### src/rtl/crono_pkg.sv
// Shared types, BCD limits and BCD helpers for the multi-channel countdown timer.
// Optional feature macro: CRONO_AUTORELOAD_EN (see crono_channel).
package crono_pkg;

    typedef enum logic [1:0] {
        ST_STOP = 2'd0,
        ST_RUN  = 2'd1,
        ST_RING = 2'd2
    } ch_state_t;

    typedef enum logic [1:0] {
        CUR_NONE = 2'd0,
        CUR_SEC  = 2'd1,
        CUR_MIN  = 2'd2,
        CUR_HOUR = 2'd3
    } cursor_t;

    localparam logic [7:0] BCD_SEC_MAX  = 8'h59;
    localparam logic [7:0] BCD_MIN_MAX  = 8'h59;
    localparam logic [7:0] BCD_HOUR_MAX = 8'h23;

    typedef struct packed {
        logic [7:0] hh;
        logic [7:0] mm;
        logic [7:0] ss;
    } bcd_time_t;

    // Packed-BCD increment wrapping max -> 00.
    function automatic logic [7:0] bcd_inc(input logic [7:0] v, input logic [7:0] max);
        logic [7:0] r;
        if (v == max) begin
            r = 8'h00;
        end else if (v[3:0] == 4'h9) begin
            r = {v[7:4] + 4'd1, 4'h0};
        end else begin
            r = v + 8'd1;
        end
        return r;
    endfunction

    // Packed-BCD decrement wrapping 00 -> max.
    function automatic logic [7:0] bcd_dec(input logic [7:0] v, input logic [7:0] max);
        logic [7:0] r;
        if (v == 8'h00) begin
            r = max;
        end else if (v[3:0] == 4'h0) begin
            r = {v[7:4] - 4'd1, 4'h9};
        end else begin
            r = v - 8'd1;
        end
        return r;
    endfunction

    // One-second decrement with borrow ss -> mm -> hh; caller guarantees a nonzero time.
    function automatic bcd_time_t time_dec(input bcd_time_t t);
        bcd_time_t r;
        r = t;
        if (t.ss != 8'h00) begin
            r.ss = bcd_dec(t.ss, BCD_SEC_MAX);
        end else begin
            r.ss = BCD_SEC_MAX;
            if (t.mm != 8'h00) begin
                r.mm = bcd_dec(t.mm, BCD_MIN_MAX);
            end else begin
                r.mm = BCD_MIN_MAX;
                r.hh = bcd_dec(t.hh, BCD_HOUR_MAX);
            end
        end
        return r;
    endfunction

endpackage

### src/rtl/crono_channel.sv
// One countdown channel: STOP/RUN/RING state, BCD time, ring tick counter.
// With CRONO_AUTORELOAD_EN the channel latches its programmed value on PROG exit
// and reloads it on expiry, staying in RUN with ring pulsed for RING_TICKS ticks.
module crono_channel
    import crono_pkg::*;
#(
    parameter int unsigned RING_TICKS = 10
) (
    input  logic      clk,
    input  logic      reset,
    input  logic      tick,
    input  logic      prog,
    input  logic      start,
    input  logic      inc,
    input  logic      dec,
    input  cursor_t   field,
    output bcd_time_t count,
    output logic      run,
    output logic      ring
);

    localparam int unsigned RCW = (RING_TICKS > 1) ? $clog2(RING_TICKS + 1) : 1;

    ch_state_t        state_q, state_d;
    bcd_time_t        count_q, count_d;
    logic [RCW-1:0]   ring_cnt_q, ring_cnt_d;

`ifdef CRONO_AUTORELOAD_EN
    logic             ring_q, ring_d;
    logic             prog_q;
    bcd_time_t        reload_q, reload_d;

    // Auto-reload registers: ring pulse flag, PROG history and latched reload value.
    always_ff @(posedge clk) begin
        if (reset) begin
            ring_q   <= 1'b0;
            prog_q   <= 1'b0;
            reload_q <= '0;
        end else begin
            ring_q   <= ring_d;
            prog_q   <= prog;
            reload_q <= reload_d;
        end
    end
`endif

    // Channel state, time and ring counter registers.
    always_ff @(posedge clk) begin
        if (reset) begin
            state_q    <= ST_STOP;
            count_q    <= '0;
            ring_cnt_q <= '0;
        end else begin
            state_q    <= state_d;
            count_q    <= count_d;
            ring_cnt_q <= ring_cnt_d;
        end
    end

    // Next state: programming beats start/stop, which beats the tick decrement.
    always_comb begin
        state_d    = state_q;
        count_d    = count_q;
        ring_cnt_d = ring_cnt_q;
`ifdef CRONO_AUTORELOAD_EN
        ring_d     = ring_q;
        reload_d   = reload_q;
        if (prog_q && !prog) begin
            reload_d = count_q;
        end
`endif
        if (prog) begin
            state_d    = ST_STOP;
            ring_cnt_d = '0;
`ifdef CRONO_AUTORELOAD_EN
            ring_d     = 1'b0;
`endif
            if (inc) begin
                case (field)
                    CUR_SEC:  count_d.ss = bcd_inc(count_q.ss, BCD_SEC_MAX);
                    CUR_MIN:  count_d.mm = bcd_inc(count_q.mm, BCD_MIN_MAX);
                    CUR_HOUR: count_d.hh = bcd_inc(count_q.hh, BCD_HOUR_MAX);
                    default:  ;
                endcase
            end else if (dec) begin
                case (field)
                    CUR_SEC:  count_d.ss = bcd_dec(count_q.ss, BCD_SEC_MAX);
                    CUR_MIN:  count_d.mm = bcd_dec(count_q.mm, BCD_MIN_MAX);
                    CUR_HOUR: count_d.hh = bcd_dec(count_q.hh, BCD_HOUR_MAX);
                    default:  ;
                endcase
            end
        end else if (start) begin
            ring_cnt_d = '0;
`ifdef CRONO_AUTORELOAD_EN
            ring_d     = 1'b0;
`endif
            case (state_q)
                ST_STOP: begin
                    if (count_q != '0) begin
                        state_d = ST_RUN;
                    end
                end
                default: state_d = ST_STOP;
            endcase
        end else if (tick) begin
            case (state_q)
                ST_RUN: begin
                    count_d = time_dec(count_q);
`ifdef CRONO_AUTORELOAD_EN
                    if (ring_q) begin
                        if (ring_cnt_q == RCW'(RING_TICKS - 1)) begin
                            ring_d     = 1'b0;
                            ring_cnt_d = '0;
                        end else begin
                            ring_cnt_d = ring_cnt_q + RCW'(1);
                        end
                    end
                    if (count_d == '0) begin
                        ring_cnt_d = '0;
                        if (reload_q != '0) begin
                            count_d = reload_q;
                            ring_d  = 1'b1;
                        end else begin
                            state_d = ST_STOP;
                        end
                    end
`else
                    if (count_d == '0) begin
                        state_d    = ST_RING;
                        ring_cnt_d = '0;
                    end
`endif
                end
                ST_RING: begin
                    if (ring_cnt_q == RCW'(RING_TICKS - 1)) begin
                        state_d    = ST_STOP;
                        ring_cnt_d = '0;
                    end else begin
                        ring_cnt_d = ring_cnt_q + RCW'(1);
                    end
                end
                default: ;
            endcase
        end
    end

    assign count = count_q;
    assign run   = (state_q == ST_RUN);
`ifdef CRONO_AUTORELOAD_EN
    assign ring  = ring_q;
`else
    assign ring  = (state_q == ST_RING);
`endif

endmodule

### src/rtl/crono_multi.sv
// Multi-channel countdown timer: button edge detection, cursor FSM, N_CH channels
// and the display mux. Optional feature macro: CRONO_AUTORELOAD_EN.
module crono_multi
    import crono_pkg::*;
#(
    parameter  int unsigned N_CH       = 2,
    parameter  int unsigned RING_TICKS = 10,
    localparam int unsigned CW         = (N_CH > 1) ? $clog2(N_CH) : 1
) (
    input  logic            clk,
    input  logic            Reset,
    input  logic            tick,
    input  logic [CW-1:0]   ch_sel,
    input  logic            ProgramarCrono,
    input  logic            PushInicioCrono,
    input  logic            arriba,
    input  logic            abajo,
    input  logic            izquierda,
    input  logic            derecha,
    output logic [7:0]      horasSal,
    output logic [7:0]      minutosSal,
    output logic [7:0]      segundosSal,
    output logic [1:0]      Cursor,
    output logic [N_CH-1:0] CronoActivo,
    output logic [N_CH-1:0] Ring
);

    localparam int unsigned NB        = 5;
    localparam int unsigned BTN_UP    = 0;
    localparam int unsigned BTN_DOWN  = 1;
    localparam int unsigned BTN_LEFT  = 2;
    localparam int unsigned BTN_RIGHT = 3;
    localparam int unsigned BTN_PUSH  = 4;

    logic [NB-1:0] btn_c;
    logic [NB-1:0] btn_q1, btn_q2;
    logic [NB-1:0] edge_c;
    logic          prog_q;
    cursor_t       cursor_q, cursor_d;
    logic          up_ev_c, dn_ev_c;
    bcd_time_t     counts [N_CH];
    bcd_time_t     sel_time_c;

    assign btn_c  = {PushInicioCrono, derecha, izquierda, abajo, arriba};
    assign edge_c = btn_q1 & ~btn_q2;

    // Two-flop button history; a rising edge is a single-cycle event.
    always_ff @(posedge clk) begin
        if (Reset) begin
            btn_q1 <= '0;
            btn_q2 <= '0;
            prog_q <= 1'b0;
        end else begin
            btn_q1 <= btn_c;
            btn_q2 <= btn_q1;
            prog_q <= ProgramarCrono;
        end
    end

    // Cursor state register.
    always_ff @(posedge clk) begin
        if (Reset) begin
            cursor_q <= CUR_NONE;
        end else begin
            cursor_q <= cursor_d;
        end
    end

    // Cursor next state: seconds on PROG entry, saturating moves, left wins a tie.
    always_comb begin
        cursor_d = cursor_q;
        if (!ProgramarCrono) begin
            cursor_d = CUR_NONE;
        end else if (!prog_q) begin
            cursor_d = CUR_SEC;
        end else if (edge_c[BTN_LEFT]) begin
            case (cursor_q)
                CUR_SEC: cursor_d = CUR_MIN;
                default: cursor_d = CUR_HOUR;
            endcase
        end else if (edge_c[BTN_RIGHT]) begin
            case (cursor_q)
                CUR_HOUR: cursor_d = CUR_MIN;
                default:  cursor_d = CUR_SEC;
            endcase
        end
    end

    // Up and down together cancel.
    assign up_ev_c = edge_c[BTN_UP] & ~edge_c[BTN_DOWN];
    assign dn_ev_c = edge_c[BTN_DOWN] & ~edge_c[BTN_UP];

    for (genvar i = 0; i < N_CH; i++) begin : g_ch
        logic sel_c;
        assign sel_c = (ch_sel == CW'(i));

        crono_channel #(
            .RING_TICKS (RING_TICKS)
        ) u_ch (
            .clk   (clk),
            .reset (Reset),
            .tick  (tick),
            .prog  (ProgramarCrono & sel_c),
            .start (edge_c[BTN_PUSH] & ~ProgramarCrono & sel_c),
            .inc   (up_ev_c & sel_c),
            .dec   (dn_ev_c & sel_c),
            .field (cursor_q),
            .count (counts[i]),
            .run   (CronoActivo[i]),
            .ring  (Ring[i])
        );
    end

    // Display mux follows ch_sel combinationally; out-of-range selects show zero.
    always_comb begin
        sel_time_c = '0;
        for (int i = 0; i < N_CH; i++) begin
            if (ch_sel == CW'(i)) begin
                sel_time_c = counts[i];
            end
        end
    end

    assign horasSal    = sel_time_c.hh;
    assign minutosSal  = sel_time_c.mm;
    assign segundosSal = sel_time_c.ss;
    assign Cursor      = cursor_q;

endmodule

### config.mk
export PLATFORM = sky130hd
export DESIGN_NAME = crono_multi
export DESIGN_NICKNAME = d
export VERILOG_FILES = /design/src/rtl/crono_pkg.sv /design/src/rtl/crono_channel.sv /design/src/rtl/crono_multi.sv
export SDC_FILE = /design/constraint.sdc
export NUM_CORES = 1
export LEC_CHECK = 0
export BUFFER_PORTS_ARGS = -buffer_cell sky130_fd_sc_hd__buf_2
export CAP_MARGIN = 15
export CORE_AREA = 2 2 106 133
export CTS_BUF_LIST = sky130_fd_sc_hd__clkbuf_8
export DETAILED_ROUTE_END_ITERATION = 10
export DIE_AREA = 0 0 108 135
export PLACE_DENSITY = 0.83
export SLEW_MARGIN = 20
export SYNTH_ARGS = -nofsm -noshare
export SYNTH_HDL_FRONTEND = slang
export SYNTH_HIERARCHICAL = 1
export SYNTH_SLANG_ARGS = --single-unit
### constraint.sdc
create_clock -name clk -period 4 [get_ports clk]
set_input_delay 0.4 -clock clk [delete_from_list [all_inputs] [get_ports clk]]
set_output_delay 0.4 -clock clk [all_outputs]
set_load 0.03 [all_outputs]
==> impl_metrics.toml <==
[status]
status = "completed"

[global_routing]
grt.overflow.total = 0
grt_pass1_wl_mm = 37.0
antenna_found_initial = 0
grt_pass1_vias = 7520
grt_max_degree = 50
track_usage_pct = 31.2

[yosys]
avgSynthCellArea_um2 = 7.43
synth_top_family_by_area = "compound AO/OA/AOI/OAI gates"
yosys_warnings = 6
syn_inst = 1002
mappedNetlistArea_um2 = 7450
ys.flop_type = "dfxtp_1"
yosysSeqAreaShare_pct = 19.6
synth_seq_cells = 73
synthAdderAreaFrac_pct = 7.06
syn-num-nets = 1054
ys_async_sr_fraction_pct = 0
muxShareOfSynthArea_pct = 6.30
synth_edf_count = 0
synth-simple-area-share_pct = 27.8
synth_compound_area_share_pct = 32.1
synthXorXnorAreaFrac_pct = 0.941
yosys.cell_types.count = 99

[cts]
postCtsSetupRepairBufs = 0
cts_buffers = 9
worstSkewPairLatency_ps = 380
htreeDepth = 3
cts_tree = "done"
clock-root-buffer = "clkbuf_8"
cts_resized = 0
cts_buffer_depth = 2
clkSinkCount = 73
holdBufCountCts = 0
clk_pin_slew_worst_paths_ps = 100

[floorplan]
die-width_um = 108
start_util_pct = 56.3
num_rows = 47
dieArea_um2 = 14600
io_pins = 40
die_y_um = 135
core_um2 = 13200

[route]
drc_errors = 0
ant_nets = 0
drt-initial-drc-count = 955
vias = 8248
wire_per_inst_um = 19.2
viasPerCell = 6.99
drt-total-wl_mm = 22.7
drt_first_pass_iters = 6

[worst_setup_path]
cp-end-kind = "flop"
reg2reg_slack_ps = 600
rr_worst_depth = 9
reg2reg_from = "g_ch[0].u_ch/count[8]$_SDFFE_PP0P_"
path_class = "flop to flop"
crit_required_ps = 4320
setup.worst_path.end = "g_ch[0].u_ch/ring_cnt_q[0]$_SDFFE_PP0P_"
crit_start = "g_ch[0].u_ch/count[8]$_SDFFE_PP0P_"
cp.arrival_ps = 3720
start_kind = "flop"
r2r-end = "g_ch[0].u_ch/ring_cnt_q[0]$_SDFFE_PP0P_"
cp_max_fo = 16

[pwr]
p_sw_share_pct = 43.0
p_int_mw = 1.45
combPwrFrac_pct = 40.9
power_leakage_nw = 2.92
irDropWorstVdd_mv = 0.149
p_sw_mw = 1.10
seqPwrFrac_pct = 34.2
power_density_nw_per_um2 = 322
clkPwrFrac_pct = 24.9

[placed_design]
place.gp.congestion = 1.02
pre_cts_ws_ps = 674
io_buffers = 39
dpl.hpwl_mm = 16.1
numPlacedInstances = 1164

[sta]
hold_viol = 0
fin_skew_ps = 15.5
relSlewSlack_pct = 42.0
fin_crit_sh_pct = 85.1
fin_ws_ps = 595
finalSetupViolations = 0
setup_tns_ps = 0
rsz0062_at_grt = "false"
fmax_mhz = 294
final_max_slew_viol_count = 0
worst_pin_slew_ps = 870
finalCriticalPeriod_ps = 3400

[job]
maxCapViolations = 0

[finish]
utilization_pct = 59.8
fin_nets = 1056
area_delta_synth_final_pct = 6.23
layout-drive-gt1-share_pct = 12.7
num_antenna_cells = 0
final_cells = 1180

[hold_path]
hp-class = "input pin to flop"
[placed cells by master (no fill, tap or decap), types with 15 or more instances in the layout]
| cell | n |
|---|---|
| a211oi_1 | 24 |
| a21oi_1 | 79 |
| buf_2 | 39 |
| buf_4 | 15 |
| dfxtp_1 | 73 |
| ha_1 | 42 |
| inv_1 | 49 |
| mux2_4 | 20 |
| nand2_1 | 76 |
| nand2b_1 | 18 |
| nand3_1 | 41 |
| nand4_1 | 17 |
| nor2_1 | 72 |
| nor2b_1 | 24 |
| nor3_1 | 31 |
| o21ai_0 | 71 |
[how the worst min path moves through the flow]
stage | start | to | depth (start not counted)
6_report | derecha | btn_q1[3]$_SDFF_PP0_ | 2
5_1_grt | arriba | btn_q1[0]$_SDFF_PP0_ | 2
4_1_cts | izquierda | btn_q1[2]$_SDFF_PP0_ | 2
3_5_place_dp | prog_q$_SDFF_PP0_ | Cursor[1]$_SDFFE_PP0P_ | 2
3_3_place_gp | prog_q$_SDFF_PP0_ | Cursor[1]$_SDFFE_PP0P_ | 2
2_1_floorplan | prog_q$_SDFF_PP0_ | Cursor[1]$_SDFFE_PP0P_ | 2
[synth_stat cells (5+ instances only)]
cell type	instances	area share, %
a21oi_1	79	5.3
nand2_1	76	3.8
dfxtp_1	73	20
nor2_1	73	3.7
o21ai_0	71	4.8
clkbuf_1	49	2.5
inv_1	49	2.5
ha_1	42	7.1
nand3_1	41	2.8
nor3_1	31	2.1
a211oi_1	24	2.4
nor2b_1	24	2.0
mux2_4	20	4.0
nand2b_1	18	1.5
nand4_1	17	1.4
a311oi_1	14	1.6
a31oi_1	14	1.2
o211ai_1	14	1.4
o21ai_1	12	0.81
a21o_1	10	1.0
and2_1	10	0.84
nor4_1	10	0.84
o22ai_1	10	0.84
o31ai_1	10	1.0
mux2i_1	9	1.2
o221ai_1	9	1.1
or3_1	9	0.76
and3_1	8	0.67
o21a_1	8	0.81
and4_1	7	0.82
nand3b_1	7	0.71
a221oi_1	6	0.71
a22oi_1	6	0.60
o32ai_1	6	0.71
or4_1	6	0.60
xnor2_1	6	0.71
buf_1	5	0.25
[cells by family (layout without fill, tap and decap cells)]
logic type	after synthesis	after routing
XOR/XNOR	8	8
AO/OA/AOI/OAI	354	354
AND/OR/NAND/NOR	376	376
buffers and inverters	113	120
multiplexers	36	36
flip-flops	73	73
adder cells (fa/ha/maj)	42	42
[power groups by stage]
stage | registers (mW) | clock network, mW | logic (mW)
after global placement | 0.882 | 0 | 0.986
after global routing | 0.882 | 0.671 | 1.13
after detailed placement | 0.884 | 0 | 1.00
after floorplan | 0.829 | 0 | 0.818
after CTS | 0.867 | 0.640 | 1.01
final | 0.871 | 0.633 | 1.04
[final cells by class]
cell class                 count  area (um2)
multi-input combinational    816        5540
inverter                      50         188
timing repair buffer          54         308
sequential                    73        1460
clock inverter                 7        78.8
tap                          171         214
clock buffer                   9         124
fill                        1164        5320
[critical path: stages (launching register included)]
cell and delay [ps]:
dfxtp_1 480, inv_1 110, ha_1 400, nand3b_1 250
or4_4 560, or4_4 550, a32oi_2 220, o2111ai_2 220
a2111oi_2 390, a31o_1 150
[registers in the layout, indices dropped and copies added (netlist names)]
signal	flops
Cursor	2
btn_q2	5
g_ch.u_ch/state_q	4
prog_q	1
btn_q1	5
g_ch.u_ch/count	48
g_ch.u_ch/ring_cnt_q	8
[per-stage QoR]
step,power (mW),cell area [um2],hold WS (ps)
2_1_floorplan,1.65,7450,407
3_3_place_gp,1.87,7710,424
3_5_place_dp,1.88,7710,424
4_1_cts,2.51,7910,218
5_1_grt,2.68,7910,215
6_report,2.55,7910,225
[routing by layer]
metal | up-vias | track usage (%) | routed length, um | share of wire (%)
met5 | - | 0 | 0 | 0
met4 | 0 | 15.5 | 952 | 4.2
met3 | 96 | 5.45 | 2050 | 9.0
met2 | 553 | 51.4 | 10700 | 47
met1 | 3782 | 39.0 | 9000 | 40
li1 | 3817 | - | - | -
Power figures use the tool's default switching activity.
